`config.mk`:
```
export PLATFORM = sky130hd
export DESIGN_NAME = muldiv_sequencer
export DESIGN_NICKNAME = d
export VERILOG_FILES = /design/src/rtl/muldiv_sequencer.sv
export SDC_FILE = /design/constraint.sdc
export NUM_CORES = 1
export LEC_CHECK = 0
export ABC_AREA = 0
export BUFFER_PORTS_ARGS = -buffer_cell sky130_fd_sc_hd__buf_2
export CELL_PAD_IN_SITES_DETAIL_PLACEMENT = 1
export CELL_PAD_IN_SITES_GLOBAL_PLACEMENT = 1
export CORE_AREA = 10 10 199 201
export CTS_CLUSTER_DIAMETER = 120
export DETAILED_ROUTE_END_ITERATION = 12
export DIE_AREA = 0 0 209 211
export PLACE_DENSITY_LB_ADDON = 0.15
export SYNTH_ARGS = -nofsm -noshare
export SYNTH_HDL_FRONTEND = slang
export SYNTH_SLANG_ARGS = --single-unit
```
`constraint.sdc`:
```
create_clock -name clk -period 8.55 [get_ports clk]
set_input_delay 0.855 -clock clk [delete_from_list [all_inputs] [get_ports clk]]
set_output_delay 0.855 -clock clk [all_outputs]
set_load 0.02 [all_outputs]
```
`src/rtl/muldiv_sequencer.sv`:
```
// muldiv_sequencer: iterative RV32M MUL/DIV/DIVU/REM/REMU unit beside the execute-stage ALU.
// Latency: start accepted in cycle 0 -> done in cycle XLEN+2; divide-by-zero/overflow -> done in cycle 1.
// Backpressure: accepts only while ready (IDLE/DONE); start while busy is dropped; flush aborts to IDLE.
// Ports: clk, rst (async, active-high); start/funct3/op_a/op_b request; flush abort;
//        ready/busy/done status decoded from the state register; result held until next accept.
module muldiv_sequencer #(
  parameter int XLEN = 32
) (
  input  logic            clk,
  input  logic            rst,
  input  logic            start,
  input  logic [2:0]      funct3,
  input  logic [XLEN-1:0] op_a,
  input  logic [XLEN-1:0] op_b,
  input  logic            flush,
  output logic            ready,
  output logic            busy,
  output logic            done,
  output logic [XLEN-1:0] result
);

  localparam int CW = $clog2(XLEN);
  localparam logic [CW-1:0] LAST = CW'(XLEN - 1);

  typedef enum logic [1:0] {IDLE, CALC, FIX, DONE} state_t;

  state_t          state;
  logic [CW-1:0]   cnt;
  logic [2:0]      op;      // latched funct3
  logic [XLEN-1:0] a_q;     // multiplicand, or quotient/dividend shift register
  logic [XLEN-1:0] b_q;     // multiplier, or divisor magnitude
  logic [XLEN-1:0] acc;     // product accumulator, or partial remainder
  logic            neg_q;
  logic            neg_r;

  function automatic logic [XLEN-1:0] mag(input logic [XLEN-1:0] x);
    return x[XLEN-1] ? -x : x;
  endfunction

  // Decode of the incoming request
  logic in_div, in_sgn, in_rem, in_dz, in_ovf;
  assign in_div = funct3[2];
  assign in_sgn = funct3[2] & ~funct3[0];
  assign in_rem = funct3[1];
  assign in_dz  = in_div && (op_b == '0);
  assign in_ovf = in_sgn && (op_a == {1'b1, {(XLEN-1){1'b0}}}) && (op_b == '1);

  // Restoring-divide step. The partial remainder is always below the divisor,
  // so the shifted value is below 2*divisor and the XLEN+1 bit difference
  // cannot wrap: its top bit is exactly the borrow, i.e. (rem < divisor).
  logic [XLEN:0] rem_sh, diff;
  assign rem_sh = {acc, a_q[XLEN-1]};
  assign diff   = rem_sh - {1'b0, b_q};

  logic [XLEN-1:0] fix_val;
  always_comb begin
    fix_val = acc;
    if (op[2]) begin
      if (op[1]) fix_val = neg_r ? -acc : acc;
      else       fix_val = neg_q ? -a_q : a_q;
    end
  end

  assign ready = (state == IDLE) || (state == DONE);
  assign busy  = (state == CALC) || (state == FIX);
  assign done  = (state == DONE);

  always_ff @(posedge clk or posedge rst) begin
    if (rst) begin
      state  <= IDLE;
      cnt    <= '0;
      op     <= '0;
      a_q    <= '0;
      b_q    <= '0;
      acc    <= '0;
      neg_q  <= 1'b0;
      neg_r  <= 1'b0;
      result <= '0;
    end else if (flush) begin
      state <= IDLE;
    end else begin
      case (state)
        IDLE, DONE: begin
          if (start) begin
            op    <= funct3;
            cnt   <= '0;
            acc   <= '0;
            neg_q <= in_sgn & (op_a[XLEN-1] ^ op_b[XLEN-1]);
            neg_r <= in_sgn & op_a[XLEN-1];
            a_q   <= in_sgn ? mag(op_a) : op_a;
            b_q   <= in_sgn ? mag(op_b) : op_b;
            if (in_dz) begin
              result <= in_rem ? op_a : '1;
              state  <= DONE;
            end else if (in_ovf) begin
              result <= in_rem ? '0 : op_a;
              state  <= DONE;
            end else begin
              state <= CALC;
            end
          end else begin
            state <= IDLE;
          end
        end
        CALC: begin
          if (op[2]) begin
            if (!diff[XLEN]) begin
              acc <= diff[XLEN-1:0];
              a_q <= {a_q[XLEN-2:0], 1'b1};
            end else begin
              acc <= rem_sh[XLEN-1:0];
              a_q <= {a_q[XLEN-2:0], 1'b0};
            end
          end else begin
            if (b_q[0]) acc <= acc + a_q;
            a_q <= a_q << 1;
            b_q <= b_q >> 1;
          end
          cnt <= cnt + CW'(1);
          if (cnt == LAST) state <= FIX;
        end
        FIX: begin
          result <= fix_val;
          state  <= DONE;
        end
        default: state <= IDLE;
      endcase
    end
  end

endmodule

```
==> results of run 1 <==
-- flip-flops by register name, summed over array words and instances (netlist names) --
register,cells
neg_q,1
state,2
op,2
a_q,32
acc,32
cnt,5
result,32
b_q,32
neg_r,1
-- synth_stat cells (all sizes together) (4+ instances only) --
cell type / number
a211o: 5
a211oi: 33
a21o: 20
a21oi: 216
a221oi: 9
a22oi: 31
a31oi: 16
and2: 12
and3: 15
buf: 27
clkbuf: 86
dfrtp: 139
ha: 73
inv: 69
mux2: 10
mux2i: 56
nand2: 233
nand2b: 19
nand3: 28
nand4: 18
nor2: 161
nor2b: 11
nor3: 24
nor3b: 4
nor4: 12
o211ai: 14
o21a: 10
o21ai: 203
o21bai: 5
o221ai: 6
o22ai: 42
o311ai: 4
o31ai: 21
o41ai: 11
or2: 5
or3: 28
or4: 9
xnor2: 87
xor2: 49
-- logic make-up after synthesis --
family	Yosys count
DFF	139
xor gates and xnor gates	136
AOI/OAI and AO/OA	669
muxes	66
buffers and inverters	182
and+or+nand+nor	587
adders and majority gates	78
-- report_power, final --
part,total (mW),internal [mW],switching [mW]
Combinational,4.63,1.71,2.92
Clock,0.816,0.501,0.315
Sequential,1.49,0.956,0.532
-- layout make-up --
| type | count | area share |
|---|---|---|
| sequential | 139 | 0.230 |
| clock buffer | 20 | 0.0301 |
| clock inverter | 11 | 0.0111 |
| multi-input combinational | 1536 | 0.632 |
| tap | 461 | 0.0381 |
| inverter | 69 | 0.0174 |
| timing repair buffer | 118 | 0.0411 |
-- stage by stage --
stage | hold slack (ns) | setup WS [ns] | total power [mW] | util
2_1_floorplan | 0.445 | 3.97 | 4.67 | -
5_1_grt | 0.515 | 3.92 | 7.50 | 0.428
3_5_place_dp | 0.490 | 4.11 | 6.06 | 0.410
6_report | 0.498 | 4.30 | 6.94 | 0.428
3_3_place_gp | 0.455 | 4.14 | 5.94 | 0.410
4_1_cts | 0.505 | 4.32 | 6.91 | 0.428
-- worst max-delay path, delay by kind of cell, from the launching register on --
kind | cells | cell delay (ns)
DFF | 1 | 0.60
adders and majority gates | 1 | 0.37
AOI/OAI and AO/OA | 5 | 1.29
muxes | 1 | 0.38
and+or+nand+nor | 4 | 1.02
buffers and inverters | 1 | 0.46
-- routing by layer --
layer | global-route usage | vias to the layer above | share of wire
met1 | 0.319 | 6993 | 0.49
met3 | 0.0439 | 54 | 0.046
li1 | - | 6759 | -
met4 | 0.0585 | 2 | 0.017
met2 | 0.369 | 288 | 0.45
met5 | 0 | - | 0.00015
-- final timing paths --
check / from / to / slack (ns) / depth (start not counted)
worst max-delay path: acc[1]$_DFFE_PP0P_ / acc[1]$_DFFE_PP0P_ / 4.30 / 12
worst min-delay path: rst / a_q[28]$_DFFE_PP0P_ / 0.50 / 2
worst max register to register: acc[1]$_DFFE_PP0P_ / acc[1]$_DFFE_PP0P_ / 4.30 / 12
worst min register to register: cnt[4]$_DFFE_PP0P_ / cnt[4]$_DFFE_PP0P_ / 0.50 / 2
max in group asynchronous: rst / op[2]$_DFFE_PP0P_ / 6.58 / 3
min in group clk: cnt[4]$_DFFE_PP0P_ / cnt[4]$_DFFE_PP0P_ / 0.50 / 2
==> summary.md, run 1 <==
| Metric | Value |
|---|---|
| Register Area | `0.00348 sq mm` |
| Post-CTS Hold Buffers | `0` |
| Most used cells in the layout excluding fill and tap cells | `232 x nand2_1, 215 x a21oi_1, 201 x o21ai_0` |
| Number of enable-type register cells in the synthesized netlist | `0` |
| Synthesized-area fraction occupied by adder cells | `0.0716` |
| Total of buffers placed on input and output ports | `105` |
| Final Hold Vio Count | `0` |
| Clock network latency to the later pin of the worst-skew pair | `0.46 ns` |
| HPWL reported at the end of detailed placement | `41400 um` |
| Total die area | `0.0441 sq mm` |
| Status | `finished clean` |
| Xor and xnor fraction of the mapped netlist area | `0.0867` |
| Syn Nets | `2003` |
| Number of buffers inserted by post-CTS setup repair | `0` |
| Master of the slowest instance on the critical path | `dfrtp_1` |
| Pwr per Cell Area | `458 mW/mm^2` |
| Final instance area | `0.0152 sq mm` |
| Initial Util | `0.388` |
| Setup TNS | `0 ns` |
| First-pass GRT wire length | `82200 um` |
| Avg Vias per Cell | `5.99` |
| Fraction of layout cells with a size suffix above 1 | `0.0977` |
| Crit path capture type | `flip-flop` |
| Residual overflow from global routing | `0` |
| Highest clock rate | `0.235 GHz` |
| Synth Area per Inst | `7.40 sq um` |
| Die X | `209 um` |
| Setup CP Type | `reg2reg` |
| Vias in the first global route | `14100` |
| Fraction of synthesis flops using an asynchronous set or reset pin | `1.00` |
| Most common library cell in the layout ignoring fill and taps | `nand2_1` |
| Crit path DAT | `4.60 ns` |
| Maxcap violations | `0` |
| Die span in y | `211 um` |
| Placed Instances | `2323` |
| Total number of placement rows | `69` |
| Post-synth top area share | `0.253` |
| DRC violation total after the first TritonRoute iteration | `851` |
| Prevailing post-synth register cell | `dfrtp_1` |
| Fraction of the mapped netlist area in compound gates | `0.292` |
| Total vias in the final route | `14100` |
| Routed wire length | `53000 um` |
| Crit share post-route | `0.497` |
| Remaining routing DRC violations | `0` |
| Placement-stage cell area | `0.0145 sq mm` |
| Max stage delay on crit path | `0.60 ns` |
| Leakage power summed over all cells | `6.54 nW` |
| Worst slew margin relative to its limit | `0.179` |
| Cell area after synthesis | `0.0137 sq mm` |
| Portion of netlist area occupied by mux cells | `0.0490` |
| TritonCTS clock tree | `built` |
| Critical Path Start Type | `flip-flop` |
| Period minus WS final | `4.25 ns` |
| # clock sinks | `139` |
| H-tree level count | `4` |
| Fill cell count | `4482` |
| Final cell count without fillers | `2354` |
| Required time of the worst setup path | `8.90 ns` |
| Per-cell routed wire length | `22.5 um` |
| Count of antenna-violating nets left after detailed routing | `0` |
| Synth-to-layout area growth | `10.3%` |
| Area share of and/or/nand/nor cells after synthesis | `0.196` |
| Max Fanout on Critical Path | `27` |
| Synth area leaders | `dfrtp_1 25%, a21oi_1 7.9%, o21ai_0 7.3%, ha_1 6.6%, nand2_1 6.3%` |
| Global router's overall resource usage | `0.233` |
| Peak VDD IR | `0.000256 V` |
| Number of buffers created by CTS | `17` |
| Post-synthesis sequential area ratio | `0.253` |
| Total iterations of the first detailed-routing run | `5` |
| Ordered list of cells on the worst path | `ha_1, nor2b_1, o31a_1, o311ai_1, nand3_1, nand4_1, a211oi_1, or3b_2, o211ai_1, buf_4, mux2_2, o21ai_0` |
| Worst slew pin tran | `1.23 ns` |
| Number of distinct standard cells referenced by the synthesized netlist | `76` |
| Worst Skew | `0.0133 ns` |
| Final setup viols | `0` |
| Count of yosys warnings during synthesis | `0` |
| Unrepaired setup endpoints after global routing | `no` |
| Pin count of the biggest net entering global routing | `75` |
| Number of pins exceeding their max-slew limit in the final report | `0` |
| Weighted congestion at the end of routability-driven global placement | `0.918` |
| Area inside the core boundary | `0.0354 sq mm` |
| Largest family of logic cells by synthesized area | `compound AO/OA/AOI/OAI gates` |
| Clk buf depth | `2` |
| Class of the most critical hold timing path | `in2async` |
| Count of boundary I/O pins | `106` |
| Cell type contributing the most total cell area after synthesis | `dfrtp_1` |
| Number of nets in the layout | `2027` |
| Number of resized instances in the post-cts repair step | `0` |
| Synthesized flop and latch total | `139` |
| Diode count | `0` |
| Footprint of the multi-input gates | `0.00958 sq mm` |
| Number of cells produced by synthesis | `1857` |
| Root Buffer Master | `clkbuf_16` |
| Clock transition at the register clock pins on the worst setup and hold paths after CTS | `0.06 ns` |
| Antenna violations before repair | `1` |
Power figures use the tool's default switching activity.
==> inputs of run 2 (changes only) <==
Clock period 8.55 ns to 3.7 ns, I/O delays scaled along.
==> summary.md, run 2 (synthesis results as in run 1) <==
| Metric | Value |
|---|---|
| Status | `finished clean` |
| Total of buffers placed on input and output ports | `105 (unchanged)` |
| Period minus WS final | `3.52 ns (-0.725 ns)` |
| Final setup viols | `0 (unchanged)` |
| Overall power after layout | `17.0 mW (+150%)` |
| Number of pins exceeding their max-slew limit in the final report | `0 (unchanged)` |
| H-tree level count | `4 (unchanged)` |
| Register Area | `0.00348 sq mm (unchanged)` |
| Maxcap violations | `0 (unchanged)` |
| Worst slew pin tran | `1.12 ns (-0.112 ns)` |
| Total vias in the final route | `14300 (+1.4%)` |
| Peak VDD IR | `0.000477 V (+86%)` |
| Most common library cell in the layout ignoring fill and taps | `nand2_1` |
| Weighted congestion at the end of routability-driven global placement | `0.925 (+0.85%)` |
| Master of the slowest instance on the critical path | `or3b_2` |
| Root Buffer Master | `clkbuf_16` |
| HPWL reported at the end of detailed placement | `43100 um (+3.9%)` |
| Crit path capture type | `flip-flop` |
| First-pass GRT wire length | `85000 um (+3.4%)` |
| Count of boundary I/O pins | `106 (unchanged)` |
| Global router's overall resource usage | `0.241 (+0.00769)` |
| Fraction of the core area covered by cells at the end of the flow | `0.448 (+0.0201)` |
| Setup CP Type | `reg2reg` |
| WP buf/inv | `4 (+3)` |
| Remaining routing DRC violations | `0 (unchanged)` |
| Per-cell routed wire length | `22.3 um (-1.1%)` |
| Clk buf depth | `2 (unchanged)` |
| Antenna violations before repair | `2 (+1)` |
| Max stage delay on crit path | `0.48 ns (-0.12 ns)` |
| Crit share post-route | `0.953 (+0.456)` |
| Clock transition at the register clock pins on the worst setup and hold paths after CTS | `0.07 ns (about the same)` |
| Met2 track utilization from global routing | `0.383 (+0.0135)` |
| Pwr per Cell Area | `1070 mW/mm^2 (+130%)` |
| Cell seen most often among critical-path stages | `buf_4` |
| Worst hold slack across all endpoints | `0.0761 ns (-0.422 ns)` |
| Total number of placement rows | `69 (unchanged)` |
| Final instance area | `0.0159 sq mm (+4.7%)` |
| Most used cells in the layout excluding fill and tap cells | `232 x nand2_1, 215 x a21oi_1, 201 x o21ai_0` |
| Routed wire length | `54300 um (+2.6%)` |
| Placed Instances | `2397 (+3.2%)` |
| Total die area | `0.0441 sq mm (unchanged)` |
| Leakage power summed over all cells | `6.97 nW (+6.5%)` |
| Met3 global-route usage | `0.0489 (+0.00503)` |
| Busiest layer in global routing | `met2` |
| Footprint of the multi-input gates | `0.00960 sq mm (+0.18%)` |
| Synth-to-layout area growth | `15.4%` |
| Crit path DAT | `3.89 ns (-0.71 ns)` |
| TritonCTS clock tree | `built` |
| Startpoint of the worst-slack reg-to-reg timing path | `a_q[31]$_DFFE_PP0P_` |
| Placement-stage cell area | `0.0151 sq mm (+4.2%)` |
| Die span in y | `211 um (unchanged)` |
| Clock network latency to the later pin of the worst-skew pair | `0.45 ns (about the same)` |
| Vias in the first global route | `14500 (+2.6%)` |
| Class of the most critical hold timing path | `in2async` |
| Highest clock rate | `0.284 GHz (+21%)` |
| Critical Path Start Type | `flip-flop` |
| Fill cell count | `4483 (+0.022%)` |
| Worst Skew | `0.0198 ns (+0.00648 ns)` |
| Final Hold Vio Count | `0 (unchanged)` |
| Area inside the core boundary | `0.0354 sq mm (unchanged)` |
| Required time of the worst setup path | `4.07 ns (-4.83 ns)` |
| Critical path launch point | `a_q[31]$_DFFE_PP0P_` |
| Final cell count without fillers | `2441 (+3.7%)` |
| Worst slew margin relative to its limit | `0.256 (+0.0765)` |
| Number of nets in the layout | `2111 (+4.1%)` |
| Ordered list of cells on the worst path | `inv_2, ha_2, fa_2, nor2b_1, o31a_1, o311ai_1, buf_4, nand3_1, nand4_1, a211oi_2, or3b_4, o211ai_1, buf_4, buf_6, or3b_2, a22oi_1` |
| Fraction of layout cells with a size suffix above 1 | `0.139 (+0.0413)` |
| Number of buffers created by CTS | `17 (unchanged)` |
| # clock sinks | `139 (unchanged)` |
| Kind of cell adding the most delay to the critical path | `simple AND/OR/NAND/NOR gates` |
| DRC violation total after the first TritonRoute iteration | `955 (+12%)` |
| Avg Vias per Cell | `5.85 (-2.3%)` |
| Post-CTS Hold Buffers | `0 (unchanged)` |
| Count of antenna-violating nets left after detailed routing | `0 (unchanged)` |
| Initial Util | `0.388 (unchanged)` |
| Residual overflow from global routing | `0 (unchanged)` |
| Pin count of the biggest net entering global routing | `140 (+87%)` |
| Die X | `209 um (unchanged)` |
| Global-route met1 utilization | `0.327 (+0.00788)` |
| Max Fanout on Critical Path | `8 (-70%)` |
| Total iterations of the first detailed-routing run | `5 (unchanged)` |
## run 2: worst paths after layout
kind / to / slack [ns] / cells after the start
max: acc[23]$_DFFE_PP0P_ / 0.18 / 16
min: a_q[26]$_DFFE_PP0P_ / 0.08 / 3
max reg2reg: acc[23]$_DFFE_PP0P_ / 0.18 / 16
min reg2reg: cnt[4]$_DFFE_PP0P_ / 0.48 / 2
max in group asynchronous: op[2]$_DFFE_PP0P_ / 2.82 / 3
min in group clk: state[1]$_DFFE_PP0P_ / 0.17 / 2
## run 2: what timing repair did
| action | 4_1_cts | 5_1_grt |
|---|---|---|
| setup buffers | 0 | 10 |
| gates resized for setup | 0 | 11 |
| setup endpoints to repair | 0 | 20 |
## run 2: where the power goes
group / switching (mW) / internal, mW / total (mW)
clock network: 0.777 / 1.08 / 1.86
registers: 0.880 / 2.21 / 3.09
logic: 7.35 / 4.71 / 12.1
total: 9.01 / 8.01 / 17.0
## run 2: through the flow
step	setup WS (ns)	TNS, ns
after floorplan	0.422	0
final	0.176	0
after global routing	-0.0569	-0.0569
after CTS	0.0590	0
after global placement	0.205	0
after detailed placement	0.0737	0
## run 2: layout make-up
cell class / count / area share
inverter: 69 / 0.0166
timing repair buffer: 202 / 0.0838
sequential: 139 / 0.219
antenna: 2 / 0.000316
clock buffer: 19 / 0.0279
tap: 461 / 0.0364
multi-input combinational: 1536 / 0.605
clock inverter: 13 / 0.0105
## run 2: worst reg2reg max path: cells and delay by family, from the launching register on
kind	cells	cell delay, ns
flops	1	0.37
fa+ha+maj	2	0.54
compound gates	5	0.93
buf+inv	4	0.52
simple gates	5	1.10
## run 2: per-layer routing
layer / vias up / share of wire / routed length (um)
li1: 6921 / - / -
met1: 7057 / 0.48 / 26000
met2: 253 / 0.46 / 25000
met3: 52 / 0.046 / 2520
met4: 4 / 0.016 / 873
met5: - / 0.00039 / 21
